--- config.mk ---
export PLATFORM = sky130hd
export DESIGN_NAME = bullet_ctrl
export DESIGN_NICKNAME = d
export VERILOG_FILES = /design/src/rtl/bullet_ctrl.sv
export SDC_FILE = /design/constraint.sdc
export NUM_CORES = 1
export LEC_CHECK = 0
export ABC_CLOCK_PERIOD_IN_PS = 3700
export BUFFER_PORTS_ARGS = -buffer_cell sky130_fd_sc_hd__clkbuf_2
export CORE_MARGIN = 1
export CORE_UTILIZATION = 35
export CTS_CLUSTER_DIAMETER = 150
export CTS_CLUSTER_SIZE = 40
export DETAILED_ROUTE_END_ITERATION = 8
export PLACE_DENSITY = 0.62
export SLEW_MARGIN = 20
export SYNTH_ARGS = -nofsm -noshare
export SYNTH_HDL_FRONTEND = slang
export SYNTH_SLANG_ARGS = --single-unit
--- constraint.sdc ---
create_clock -name clk_i -period 3.7 [get_ports clk_i]
set_input_delay 0.185 -clock clk_i [delete_from_list [all_inputs] [get_ports clk_i]]
set_output_delay 0.185 -clock clk_i [all_outputs]
set_load 0.02 [all_outputs]
--- src/rtl/bullet_ctrl.sv ---
// bullet_ctrl: single-bullet controller for one tank.
//
// Spawns a bullet at the tank centre on a rising fire edge, advances it SPEED
// pixels per frame tick in the direction latched at spawn, and tests the
// bullet box against the tile map while the raster scans it. The first
// destroyable pixel hit produces a one-cycle combinational collide strobe for
// the map renderer; any hard pixel stops the bullet at the next frame tick.
//
// Optional feature macro: BULLET_EXPLOSION_EN
//   defined   - hit bullets enter EXPLODE for EXPLODE_FRAMES frame ticks and
//               draw a 2*BULLET_SIZE orange square centred on the bullet.
//   undefined - hit bullets return straight to IDLE on the next frame tick.
//
// Ports:
//   clk_i, rst_ni                 pixel clock, async active-low reset
//   frame_tick_i                  one-cycle pulse per frame (vertical blank)
//   fire_i                        fire button level
//   tank_x_i, tank_y_i            tank 32x32 top-left pixel
//   tank_dir_i                    00 up, 01 right, 10 down, 11 left
//   hpos_i, vpos_i                current raster pixel
//   display_enable_i              raster in visible area
//   destroyable_block_i           current pixel is a damageable brick
//   all_hard_block_i              current pixel is brick, wall or border
//   bullet_collide_o              strobe on first destroyable pixel hit
//   bullet_enable_o               bullet/explosion covers current pixel
//   bullet_blue_o/green_o/red_o   pixel colour, 0 when not enabled
//   bullet_active_o               controller is not IDLE
module bullet_ctrl #(
  parameter int unsigned            COLOR_BITS     = 24,
  parameter int unsigned            BULLET_SIZE    = 4,
  parameter int unsigned            SPEED          = 4,
  parameter int unsigned            EXPLODE_FRAMES = 8,
  parameter logic [COLOR_BITS-1:0]  BULLET_COLOR   = 24'hFFFFFF
) (
  input  logic                    clk_i,
  input  logic                    rst_ni,
  input  logic                    frame_tick_i,
  input  logic                    fire_i,
  input  logic [9:0]              tank_x_i,
  input  logic [9:0]              tank_y_i,
  input  logic [1:0]              tank_dir_i,
  input  logic [9:0]              hpos_i,
  input  logic [9:0]              vpos_i,
  input  logic                    display_enable_i,
  input  logic                    destroyable_block_i,
  input  logic                    all_hard_block_i,
  output logic                    bullet_collide_o,
  output logic                    bullet_enable_o,
  output logic [COLOR_BITS/3-1:0] bullet_blue_o,
  output logic [COLOR_BITS/3-1:0] bullet_green_o,
  output logic [COLOR_BITS/3-1:0] bullet_red_o,
  output logic                    bullet_active_o
);

  localparam int unsigned CW = COLOR_BITS / 3;

  localparam logic [9:0]         SPAWN_OFF = 10'(16 - BULLET_SIZE / 2);
  localparam logic [10:0]        BOX_EXT   = 11'(BULLET_SIZE - 1);
  localparam logic signed [10:0] STEP      = 11'(SPEED);
  localparam logic signed [10:0] MAX_X     = 11'(640 - BULLET_SIZE);
  localparam logic signed [10:0] MAX_Y     = 11'(480 - BULLET_SIZE);

  localparam logic [CW-1:0] FLY_B = BULLET_COLOR[3*CW-1:2*CW];
  localparam logic [CW-1:0] FLY_G = BULLET_COLOR[2*CW-1:CW];
  localparam logic [CW-1:0] FLY_R = BULLET_COLOR[CW-1:0];

  if (EXPLODE_FRAMES < 1) begin : g_bad_explode_frames
    $error("EXPLODE_FRAMES must be at least 1");
  end

  typedef enum logic [1:0] {
    IDLE,
    FLYING,
    EXPLODE
  } state_t;

  state_t     state;
  logic [9:0] bx;
  logic [9:0] by;
  logic [1:0] dir_q;
  logic       hit_q;
  logic       fire_q;

  logic               fire_edge;
  logic               overlap;
  logic               hit_set;
  logic               hit_now;
  logic signed [10:0] nx;
  logic signed [10:0] ny;
  logic               out_of_field;

  assign fire_edge = fire_i & ~fire_q;

  // 11-bit compares so bx + BULLET_SIZE - 1 cannot wrap near the edge.
  assign overlap = display_enable_i
                 && ({1'b0, hpos_i} >= {1'b0, bx})
                 && ({1'b0, hpos_i} <= ({1'b0, bx} + BOX_EXT))
                 && ({1'b0, vpos_i} >= {1'b0, by})
                 && ({1'b0, vpos_i} <= ({1'b0, by} + BOX_EXT));

  assign hit_set          = (state == FLYING) && overlap && all_hard_block_i && !hit_q;
  assign hit_now          = hit_q | hit_set;
  assign bullet_collide_o = (state == FLYING) && overlap && destroyable_block_i && !hit_q;
  assign bullet_active_o  = (state != IDLE);

  always_comb begin
    nx = {1'b0, bx};
    ny = {1'b0, by};
    case (dir_q)
      2'b00:   ny = ny - STEP;
      2'b01:   nx = nx + STEP;
      2'b10:   ny = ny + STEP;
      default: nx = nx - STEP;
    endcase
    out_of_field = (nx < 11'sd0) || (nx > MAX_X) || (ny < 11'sd0) || (ny > MAX_Y);
  end

`ifdef BULLET_EXPLOSION_EN
  localparam int unsigned        CNT_W = (EXPLODE_FRAMES > 1) ? $clog2(EXPLODE_FRAMES) : 1;
  localparam logic [CNT_W-1:0]   CNT_LAST = CNT_W'(EXPLODE_FRAMES - 1);
  localparam logic signed [11:0] HALF = 12'(BULLET_SIZE / 2);
  localparam logic signed [11:0] SPAN = 12'(2 * BULLET_SIZE - 1);
  localparam logic [CW-1:0]      EXP_B = '0;
  localparam logic [CW-1:0]      EXP_G = {1'b1, {(CW-1){1'b0}}};
  localparam logic [CW-1:0]      EXP_R = '1;

  logic [CNT_W-1:0]   frame_cnt;
  logic signed [11:0] hs;
  logic signed [11:0] vs;
  logic signed [11:0] ex_x0;
  logic signed [11:0] ex_y0;
  logic               in_blast;

  // Signed so the blast square may extend past the left/top screen edge.
  always_comb begin
    hs       = {2'b00, hpos_i};
    vs       = {2'b00, vpos_i};
    ex_x0    = {2'b00, bx} - HALF;
    ex_y0    = {2'b00, by} - HALF;
    in_blast = display_enable_i
            && (hs >= ex_x0) && (hs <= ex_x0 + SPAN)
            && (vs >= ex_y0) && (vs <= ex_y0 + SPAN);
  end
`endif

  always_ff @(posedge clk_i or negedge rst_ni) begin
    if (!rst_ni) begin
      state  <= IDLE;
      bx     <= '0;
      by     <= '0;
      dir_q  <= '0;
      hit_q  <= 1'b0;
      // Reset value of 1 treats the button as held, so a button held
      // through reset must be released and pressed again to fire.
      fire_q <= 1'b1;
`ifdef BULLET_EXPLOSION_EN
      frame_cnt <= '0;
`endif
    end else begin
      fire_q <= fire_i;
      case (state)
        IDLE: begin
          if (fire_edge) begin
            bx    <= tank_x_i + SPAWN_OFF;
            by    <= tank_y_i + SPAWN_OFF;
            dir_q <= tank_dir_i;
            hit_q <= 1'b0;
            state <= FLYING;
          end
        end
        FLYING: begin
          if (frame_tick_i) begin
            if (hit_now) begin
`ifdef BULLET_EXPLOSION_EN
              hit_q     <= 1'b1;
              frame_cnt <= '0;
              state     <= EXPLODE;
`else
              state     <= IDLE;
`endif
            end else if (out_of_field) begin
              state <= IDLE;
            end else begin
              bx <= nx[9:0];
              by <= ny[9:0];
            end
          end else if (hit_set) begin
            hit_q <= 1'b1;
          end
        end
`ifdef BULLET_EXPLOSION_EN
        EXPLODE: begin
          if (frame_tick_i) begin
            if (frame_cnt == CNT_LAST) begin
              state <= IDLE;
            end else begin
              frame_cnt <= frame_cnt + 1'b1;
            end
          end
        end
`endif
        default: state <= IDLE;
      endcase
    end
  end

  always_comb begin
    bullet_enable_o = 1'b0;
    bullet_blue_o   = '0;
    bullet_green_o  = '0;
    bullet_red_o    = '0;
    case (state)
      FLYING: begin
        if (overlap) begin
          bullet_enable_o = 1'b1;
          bullet_blue_o   = FLY_B;
          bullet_green_o  = FLY_G;
          bullet_red_o    = FLY_R;
        end
      end
`ifdef BULLET_EXPLOSION_EN
      EXPLODE: begin
        if (in_blast) begin
          bullet_enable_o = 1'b1;
          bullet_blue_o   = EXP_B;
          bullet_green_o  = EXP_G;
          bullet_red_o    = EXP_R;
        end
      end
`endif
      default: ;
    endcase
  end

endmodule
# Word-level counts from Yosys, hierarchy flattened
# Index checks and enable logic that the tools add are counted.
# W data, S select, Z words.
[word_totals]
regBits = 26
in_bits = 49
output_inout_bits = 27
wordCells = 82
[classes]
add_sub_neg = 8
magnitude_cmp = 8
eq_ne = 10
mux = 25
n_bitwise = 3
n_reduce_logical = 22
[op_table]
columns = ["cell", "count"]
rows = [
  ["$mux W10", 8],
  ["$pmux W11 S2", 2],
  ["$pmux W10 S2", 2],
  ["$add A10 B2 Y11 const B", 2],
  ["$add A10 B3 Y11 const B", 2],
  ["$le A10 B11 Y1", 2],
  ["$lt A11 B1 Y1 const B", 2],
  ["$sub A10 B3 Y11 const B", 2],
  ["$add A10 B4 Y10 const B", 2],
  ["$ge A10 B10 Y1", 2],
  ["$mux W8", 2],
  ["$ne A2 B2 Y1 const B", 6],
  ["$gt A11 B10 Y1 const B", 1],
  ["$gt A11 B11 Y1 const B", 1],
  ["$logic_and A1 B1 Y1", 9],
  ["$mux W2", 4],
  ["$mux W1", 5],
  ["$reduce_and A5 Y1", 1],
  ["$eq A2 B1 Y1 const B", 2],
  ["$logic_not A2 Y1", 2],
  ["$pmux W2 S2", 1],
  ["$reduce_and A4 Y1", 1],
  ["$reduce_bool A2 Y1", 2],
  ["$logic_or A1 B1 Y1", 3],
  ["other kinds (10)", 10],
]

# Logic depth before layout (Yosys ltp)
# Gate-level depths: netlist of run 1.
[depth]
ltp_word = 12
depth_mapped = 16
mapped_depth_nobuf = 14

# Worst setup path after synthesis of run 1
# No wires, ideal clock.
[synth_timing]
kind = "reg-to-reg"
start = "register dir_q[0]"
end = "register bx[6]"
setup_time_ps = 125
t_arrival_ps = 3557
required_ps = 3575
path_slack_ps = 19
path_stages_with_launch = 15
path_buffers = 3
synth_period_minus_slack_ps = 3681
path_cell_list = "dfrtp_1 -> buf_2 -> buf_2 -> buf_2 -> nand2b_1 -> inv_1 -> fa_1 -> nand2b_1 -> a211oi_1 -> mux2i_1 -> o311ai_0 -> o41ai_2 -> nand4_2 -> o21ai_4 -> mux2_2"
[synth_via]
elab_chain_len = 9
elab_cells_between_ends = 19
classes_between = "order compare: 4; eq/ne: 3; mux: 6; reduce/logical: 6"
[synth_lines]
columns = ["item", "line_no", "source"]
rows = [
  ["from (decl)", "80", "logic [1:0] dir_q;"],
  ["from (signal assigned)", "166", "dir_q <= tank_dir_i;"],
  ["$eq A2 B2 Y1 or $logic_not A2 Y1 (tied branches)", "109", "case (dir_q)"],
  ["$reduce_or A2 Y1 (no source line)", "n/a", ""],
  ["$pmux W11 S2", "109", ""],
  ["$lt A11 B1 Y1 or $gt A11 B11 Y1 (tied branches)", "115", "out_of_field = (nx < 11'sd0) || (nx > MAX_X) || (ny < 11'sd0) || (ny > MAX_Y);"],
  ["$logic_or A1 B1 Y1 (3 in series)", "115", ""],
  ["$ne A2 B2 Y1 (no source line)", "n/a", ""],
  ["$reduce_and A5 Y1 (no source line)", "n/a", ""],
  ["to (signal assigned)", "164", "bx <= tank_x_i + SPAWN_OFF;"],
  ["to (signal assigned)", "184", "bx <= nx[9:0];"],
  ["to (decl)", "78", "logic [9:0] bx;"],
]
# Parallel ways exist; a longest one is shown, timed or not. The select of a mux whose other input is x is not followed.
# A chain may end at the register's enable or synchronous reset.

# Worst setup path in the final report of run 1
[layout_timing]
start = "register by[1]"
end = "register by[6]"
[layout_via]
elab_chain_len = 9
elab_cells_between_ends = 23
classes_between = "add/sub: 3; order compare: 4; eq/ne: 2; mux: 5; bitwise: 1; reduce/logical: 8"
[layout_lines]
columns = ["item", "line_no", "source"]
rows = [
  ["from (decl)", "79", "logic [9:0] by;"],
  ["from (signal assigned)", "165", "by <= tank_y_i + SPAWN_OFF;"],
  ["from (signal assigned)", "185", "by <= ny[9:0];"],
  ["$add A10 B2 Y11 or $ge A10 B10 Y1 (tied branches)", "99, 98", ""],
  ["$le A10 B11 Y1 or $logic_and A1 B1 Y1 (tied branches)", "99, 98", ""],
  ["$logic_and A1 B1 Y1", "99", "&& ({1'b0, vpos_i} <= ({1'b0, by} + BOX_EXT));"],
  ["$logic_and A1 B1 Y1 (3 in series)", "101", "assign hit_set = (state == FLYING) && overlap && all_hard_block_i && !hit_q;"],
  ["$or A1 B1 Y1", "102", "assign hit_now = hit_q | hit_set;"],
  ["$ne A2 B2 Y1 (no source line)", "n/a", ""],
  ["$reduce_and A5 Y1 (no source line)", "n/a", ""],
]
# Parallel ways exist; a longest one is shown, timed or not. The select of a mux whose other input is x is not followed.

==> results list, run 1 <==
- DRC violation count after routing: 0
* Ordered list of cells on the worst path: inv_1 -> ha_2 -> nor3_2 -> xnor2_1 -> ha_1 -> nand4_1 -> a21oi_1 -> a211oi_1 -> or4_1 -> a41oi_2 -> nand4_2 -> o21ai_4 -> mux2_2
- The worst setup path is launched from a flop.
- CP Class: reg -> reg
- Vias after detailed routing: between 3000 and 4000
- Clock latency on the worst-skew pair: ~0.28 ns
- The final critical path takes up approximately 95% of the cycle.
* Final instance area: about 4500 um2
- The worst setup path is captured at a flop.
* Largest stage delay on the critical path: roughly 0.58 ns
- Overall overflow remaining after global route: 0
- Sequential cell area: between 600 and 700 um2
- Shortest clock period the worst path allows after layout: between 3 and 4 ns
* Share of the yosys chip area belonging to registers: roughly 16%
* Crit Path Max Fanout: 5
- TritonCTS built the clock tree.
- The library cell used most frequently in the layout, excluding fill and tap cells, is sky130_fd_sc_hd__clkbuf_2.
- Counting flops with a built-in enable in the synthesized netlist gives 0.
- Number of buffers created by CTS: 3
- For the pin with the worst max-slew slack, the measured transition is 0.6696 ns.
* Total count of hold-check failures in the final report: 0
- Summed over all failing endpoints, the final setup total negative slack is 0 ns.
- After the first detailed-routing iteration, the DRC count stood at 359.
- Fraction of final layout cells with drive strength greater than 1: 22.97%
- Total standard cell area after synthesis: ~3900 um2
- After floorplanning, the core was sized to cover roughly 11000 um2.
- Die extent in y: roughly 110 um
- Counting tap cells, the placed design contains a total of 687 instances.
- Maximum clock frequency: ~280 MHz
- Clock-pin slew was measured on the worst setup and hold paths at about 0.10 ns.
- The detail route stage leaves a number of antenna-violating nets equal to 0.
* Commonest cells after routing, fill and taps aside: sky130_fd_sc_hd__clkbuf_2 (75), sky130_fd_sc_hd__ha_1 (57), sky130_fd_sc_hd__nand2_1 (41)
* Filler Cell Count: 1089
- Counting both buffers and inverters, the worst setup path holds a total of 1.
- STA puts the critical path data arrival time at between 3 and 4 ns.
* Hold Crit Depth: 3
- Final core occ: 41.44%
* Count of final setup violators: 0
* H-tree depth: 1
- Commonest register cell after synthesis: sky130_fd_sc_hd__dfrtp_1
- The tightest hold path in the finished design has a slack of a little over 0.1 ns.
* Std cell rows: 38
* Share of flip-flops with an asynchronous set or reset after synthesis: between 90% and 100%
- The via count of the first global-routing pass was 3591.
- For this design, the sink count on the clock tree is 25.
- Nets@finish: roughly 660
* Reg2reg path depth: 13
- Before CTS, the worst setup slack after placement is -0.06951 ns.
- Net Count, Synth: just under 600
* Cell at the root of the clock tree: sky130_fd_sc_hd__clkbuf_8
- In this run the static leakage power is between 2 and 2.5 nW.
* All-layer global routing usage: about 20%
* Count of maximum capacitance violations: 0
* Count of final max-slew check failures: 0
- Each instance of the synthesized netlist takes up on average approximately 8 um2.
- The floorplan step set the die width to about 110 um.
- In the post-route analysis, the smallest setup slack over all paths is ~0.17 ns.
- After detailed routing, the total wire length is 10.80 mm.
- Port buffering added 75 buffers.
- For this run, the detailed router's first-pass iteration total came to 4.
- CP required: 3.87 ns
* Crit. path cell count: 13
* Antenna violations before repair: 0
- Total power draw: roughly 4.3 mW
- Outcome: complete, no violations
* Overall die area: 11500 um2
- The congestion estimate from routability-driven global placement came to between 0.8 and 0.9.
* Post-synthesis sequential element count: 25
- The placed instances occupy a cell area of 4350 um2.
- Number of distinct library cells after synthesis: 60
* Post-CTS setup buffers: 0
- The worst-case IR drop observed on VDD is between 0.3 and 0.4 mV.
* Via-to-Cell Ratio: 5.416
- Area delta synth->final: 15.40%
- The worst pin sits at a relative slew slack of around 55%.
- Post-DP HPWL: 9.036 mm
- Synthesis produced slightly below 500 cells.
- Syn. warnings: 0
- For this design, the slowest cell found on the critical path is sky130_fd_sc_hd__or4_1.
- Broken down by cell family, the worst path's largest delay share belongs to simple AND/OR/NAND/NOR gates.
* Starting density of the core: 35.91%
- Number of inserted diodes: 0
* First-pass GRT wire length: 17.97 mm
* Deepest clock path buffer count: 2
- Maximum number of pins on one net before global-route repair: 29
* Multi-input gate area in the final layout: 2907 um2
- Power per cell area: 955.1 nW/um2
* Num ports: 76
* Clock Skews: ~0.0025 ns
- The path class of the tightest hold or removal check is in -> reg.
* Final standard cell count with taps included and fillers excluded: approximately 700
- Dividing the detail-routed wire length by the instance count gives 15.58 um.
## metal layers
| metal | part of all wire [%] | GRT usage (%) |
|---|---|---|
| met1 | 49 | 27.62 |
| met2 | 46 | 32.95 |
| met3 | 4.9 | 2.128 |
| met4 | 0.15 | 2.250 |
| met5 | 0 | 0 |
## report_power, final
part	total (mW)	switching, mW	internal (mW)
clock network	0.176	0.0991	0.0767
registers	0.568	0.162	0.406
logic	3.53	1.98	1.55
## final cells by class
type                       count  area share (%)
clock buffer                   3          0.9231
clock inverter                 1          0.1678
inverter                      34           2.853
multi-input combinational    388           64.98
tap                          140           3.916
timing repair buffer         102           13.12
sequential                    25           14.04
## Yosys cell counts, types with 5 or more instances
| master | count | area share (%) |
|---|---|---|
| sky130_fd_sc_hd__a21o_1 | 11 | 2.1 |
| sky130_fd_sc_hd__nor2_1 | 32 | 3.1 |
| sky130_fd_sc_hd__a211oi_1 | 10 | 1.9 |
| sky130_fd_sc_hd__a221oi_1 | 7 | 1.6 |
| sky130_fd_sc_hd__xor2_1 | 11 | 2.5 |
| sky130_fd_sc_hd__nor2b_1 | 5 | 0.81 |
| sky130_fd_sc_hd__nor4_1 | 6 | 0.97 |
| sky130_fd_sc_hd__a21oi_1 | 25 | 3.2 |
| sky130_fd_sc_hd__a31oi_1 | 6 | 0.97 |
| sky130_fd_sc_hd__dfrtp_1 | 24 | 15 |
| sky130_fd_sc_hd__o21ai_0 | 24 | 3.1 |
| sky130_fd_sc_hd__nand2b_1 | 8 | 1.3 |
| sky130_fd_sc_hd__mux2i_1 | 11 | 2.8 |
| sky130_fd_sc_hd__buf_4 | 25 | 4.8 |
| sky130_fd_sc_hd__nand4_1 | 10 | 1.6 |
| sky130_fd_sc_hd__inv_1 | 33 | 3.2 |
| sky130_fd_sc_hd__nand2_1 | 41 | 4.0 |
| sky130_fd_sc_hd__nand3_1 | 11 | 1.4 |
| sky130_fd_sc_hd__o21a_1 | 5 | 0.97 |
| sky130_fd_sc_hd__clkbuf_1 | 9 | 0.87 |
| sky130_fd_sc_hd__xnor2_1 | 24 | 5.4 |
| sky130_fd_sc_hd__ha_1 | 58 | 19 |
| sky130_fd_sc_hd__o211ai_1 | 5 | 0.97 |
| sky130_fd_sc_hd__nor3_1 | 13 | 1.7 |
## cell families after synthesis
logic type / after synthesis / share of synthesized area, %
multiplexers: 13 / 3.422
buffers and inverters: 74 / 10.10
flip-flops: 25 / 16.17
XOR/XNOR: 35 / 7.908
AND/OR/NAND/NOR: 153 / 20.08
adder cells (fa/ha/maj): 60 / 19.75
AO/OA/AOI/OAI: 127 / 22.56
## path summary, 6_finish.rpt
check,from,slack (ns),endpoint
setup reg to reg,by[1],0.17,by[6]
max in group asynchronous,rst_ni,2.77,bx[3]
setup / recovery,by[1],0.17,by[6]
min in group asynchronous,rst_ni,0.45,dir_q[1]
hold / removal,tank_dir_i[1],0.10,dir_q[1]
hold reg to reg,by[1],0.53,by[1]
## sequential cells by signal (all words and copies together), names as in the netlist
name and cells:
fire_q 1, by 10, bx 10, state 1
dir_q 2, hit_q 1
## worst min-delay path: cells and delay by family
family	cells	cell delay [ns]
buffers and inverters	1	0.09
and+or+nand+nor	2	0.08
## repair_timing
item                                   in CTS  in global routing
endpoints found under the hold margin      24                  1
pin swaps                                   0                  3
gates resized for setup                     2                 11
hold buffers                                1                  1
setup endpoints to repair                  13                 42
Power figures use the tool's default switching activity.
==> run 2: changes to the inputs <==
ABC_AREA = 1   (was unset)
==> run 2 against run 1 <==
Against the previous run:
- register-to-register slack improved by 0.43 ns
- synthesized cell count increased by 29%
- critical endpoint is now bullet_blue_o[1]
- critical path depth increased by 7
- hold slack got worse by 0.078 ns
- routed wire length decreased by 0.57%
- clock power increased by 39%
- critical path type is now reg -> out
- clock skew increased by 0.0065 ns
- combinational power decreased by 17%
- cell area decreased by 0.25%
- clock-buffer cell count unchanged
==> results list, run 2 <==
- Outcome: complete, no violations
- Clock skew on the completed layout was measured at 0.009051 ns.
- Counting flops with an async set or reset pin after synthesis yields a share of 100.0%.
- Shortest clock period the worst path allows after layout: about 3.4 ns
- The analysis attributes to cell leakage a power of 2.541 nW.
* Clock network fraction of total power: 6.4%
- Antenna violations before repair: 0
* Wire length per cell after detailed routing: ~13 um
- At the worst endpoint, the arrival time is roughly 3.2 ns.
* Critical Path Start Type: flop
* Syn. warnings: 0
- GPL Wtd Cong: roughly 0.84
* Total power draw: approximately 3.8 mW
* All-layer global routing usage: between 10% and 20%
- Slew at the pin closest to its max-slew limit: 0.7481 ns
* First-pass GRT wire length: ~17 mm
- Power Internal: ~1.6 mW
- The total count of max-transition violations in the final report came to 0.
- In this run the worst hold path is classified as in -> reg.
- Top cell type's share of synthesized area: between 15 and 20%
* TritonCTS Sinks: 25
- The library cell used most frequently in the layout, excluding fill and tap cells, is sky130_fd_sc_hd__nand2_1.
- Die extent in y: roughly 110 um
* Fraction of final layout cells with drive strength greater than 1: roughly 15%
- The largest single stage delay on the critical path is between 0.3 and 0.4 ns.
* Number of inserted diodes: 0
* Synth Area per Inst: approximately 6.3 um2
- Share of the clock period used by the worst path after layout: about nine tenths
- Vias in the first global route: between 3000 and 4000
- The share of the Yosys chip area taken by registers is between 10% and 20%.
- Starting density of the core: 36.41%
- After detailed routing, the number of vias per cell comes to about 5.
- Compared with the post-synthesis result, the final layout area differs by 11.58%.
- Deepest clock path buffer count: 2
- sky130_fd_sc_hd__nand2_1 is the most common cell in the netlist.
- Net Count, Synth: about 740
- Traced cell by cell, the critical path runs through inv_1 -> ha_2 -> nor3_4 -> nand2_2 -> nor2_4 -> xor2_1 -> ha_1 -> nand2_1 -> inv_1 -> a21oi_1 -> nand2_1 -> nand2_1 -> nand2_1 -> nand2_1 -> nand2_1 -> a21oi_2 -> nand2_1 -> nor2_2 -> buf_6 -> clkbuf_2.
- In the layout the commonest cells are sky130_fd_sc_hd__nand2_1 (186), sky130_fd_sc_hd__inv_1 (87), sky130_fd_sc_hd__clkbuf_2 (75).
* TritonCTS clock tree: yes
- Buffers inserted during clock tree synthesis total 3.
- The floorplan has 38 rows.
- For the worst setup path, the data required time is 3.51 ns.
- The cell that appears most often on the critical path is sky130_fd_sc_hd__nand2_1.
* H-tree depth: 1
* Syn Inst Count: 630
* Setup repair after global routing missed its margin: no
* Max VDD drop: approximately 0.27 mV
- Crit Path Max Fanout: 13
* Post-synth top area cell: sky130_fd_sc_hd__ha_1
* Post-synthesis sequential element count: 25
* Maximum number of pins on one net before global-route repair: 27
- Based on the critical path, the design can be clocked at up to around 300 MHz.
- Clock-pin slew was measured on the worst setup and hold paths at about 0.06 ns.
- The floorplan step set the die width to 108.9 um.
- For this block, the initial DRC count from the detailed router was 236.
* Overall overflow remaining after global route: 0
- Nets@finish: a little under 800
* Residual antenna-violating net count after detailed routing: 0
- Setup violations remaining at the end of the flow were counted as 0.
- The commonest cells after synthesis are sky130_fd_sc_hd__nand2_1 (186), sky130_fd_sc_hd__inv_1 (87), sky130_fd_sc_hd__nand3_1 (60).
- The cell area that synthesis handed to floorplanning was about 4000 um2.
- Length of the first detailed-routing pass in iterations: 6
* Final WL: 10.74 mm
* Headroom to the max-slew limit: ~50%
- In this run switching power makes up a little under three fifths of total power.
* Vias after detailed routing: ~4100
* Registers with the most flip-flops: bx x10, by x10, dir_q x2
* Num ports: 76
- The worst setup path is of the reg -> out kind.
* DRC violation count after routing: 0
* Overall die area: roughly 12000 um2
* Number of flops mapped to enable cells by yosys: 0
* Quantity of I/O buffers inserted on ports: 75
- The final count of hold timing violations came to 0.
* Cell at the root of the clock tree: sky130_fd_sc_hd__clkbuf_16
- Capturing element type of the critical path: output port
* Synth top area cells: sky130_fd_sc_hd__ha_1 (18%), sky130_fd_sc_hd__nand2_1 (17%), sky130_fd_sc_hd__dfrtp_1 (15%)
* Sequential share of power: between 10% and 20%
- Power spread over the standard cell area amounts to approximately 850 nW/um2.
* Commonest register cell after synthesis: sky130_fd_sc_hd__dfrtp_1
- Total negative slack: 0 ns
- Switching Power: between 2 and 2.5 mW
- The tool flagged a number of max-cap violations equal to 0.
- Total core area: around 11000 um2
- Slowest cell on crit path: sky130_fd_sc_hd__dfrtp_1
- The netlist uses 40 different library cells.
* Post-DP HPWL: between 9 and 10 mm
* Share of power burned in combinational logic: 77.1%
- Clock latency on the worst-skew pair: between 0.2 and 0.3 ns
==> run 2: changes by cell type in the layout (fill, tap and decap cells not counted), moves of 10 or more <==
cell,before,now
sky130_fd_sc_hd__nand2_1,41,186
sky130_fd_sc_hd__mux2i_1,11,0
sky130_fd_sc_hd__buf_4,24,5
sky130_fd_sc_hd__a21o_1,11,1
sky130_fd_sc_hd__nor2_1,32,43
sky130_fd_sc_hd__inv_1,33,87
sky130_fd_sc_hd__a211oi_1,10,0
sky130_fd_sc_hd__xnor2_1,24,4
sky130_fd_sc_hd__nand3_1,11,60
==> run 2: timing repair <==
item                       CTS  global route
setup endpoints to repair    0            26
resized for setup            0             8
hold endpoints to repair    24             0
hold buffers                 1             0
buffers inserted             0             0
==> run 2: final timing paths <==
| path | cells after the start | slack, ns | endpoint | startpoint |
|---|---|---|---|---|
| worst max register to register | 16 | 0.60 | bx[8] | dir_q[0] |
| min in group asynchronous | 2 | 0.47 | by[6] | rst_ni |
| worst min-delay path | 1 | 0.03 | fire_q | fire_i |
| max in group asynchronous | 2 | 2.76 | bx[2] | rst_ni |
| worst max-delay path | 20 | 0.34 | bullet_blue_o[1] | bx[0] |
| worst min register to register | 2 | 0.49 | bx[1] | bx[1] |
==> run 2: cell type report <==
class	count	area [um2]
multi-input cells	479	2776
clock inverters	1	5.005
repair buffers	84	465.4
well taps	140	175.2
flip-flops and latches	25	628.1
clock buffers	3	75.07
inverters	89	336.6
fillers	1149	6521
==> run 2: cells by family (layout without fill, tap and decap cells) <==
group           after synthesis  in the layout  synth area share (%)
flops                        25             25                 15.68
xor+xnor                     23             23                 5.037
buf+inv                     126            177                 15.08
simple gates                324            324                 35.26
fa+ha+maj                    60             60                 19.15
compound gates               72             72                 9.794
==> run 2: through the flow <==
stage | util (%) | instances | setup WS (ns) | hold WS [ns] | area [um2]
floorplan | - | 630 | 0.03166 | -0.1106 | 3999
global placement | 39.59 | 815 | 0.4501 | 0.2379 | 4348
detailed placement | 39.59 | 815 | 0.4366 | 0.2517 | 4348
CTS | 40.41 | 820 | 0.1498 | 0.02308 | 4438
global route | 40.62 | 821 | 0.008834 | 0.01976 | 4462
finish | 40.62 | 821 | 0.3441 | 0.02574 | 4462
==> run 2: routing by layer <==
metal  wire, um  track usage, %  up-vias
met5          0               0        -
met4        128           3.378        0
met3        619           2.152       14
met2       4771           30.46      142
met1       5217           26.22     1848
li1           -               -     2127
==> run 2: power by group through the flow <==
stage                     Clock [mW]  Combinational, mW  Sequential, mW
after floorplan                    0               2.34           0.507
after global placement             0               2.82           0.622
after detailed placement           0               2.89           0.627
after CTS                      0.247               2.91           0.620
after global routing           0.258               3.34           0.647
final                          0.244               2.92           0.625
==> run 2: worst max-delay path: cells and delay by family (launching register included) <==
| kind | cells | cell delay, ns |
|---|---|---|
| fa+ha+maj | 2 | 0.50 |
| simple gates | 11 | 1.09 |
| flops | 1 | 0.34 |
| compound gates | 2 | 0.33 |
| xor+xnor | 1 | 0.19 |
| buf+inv | 4 | 0.47 |
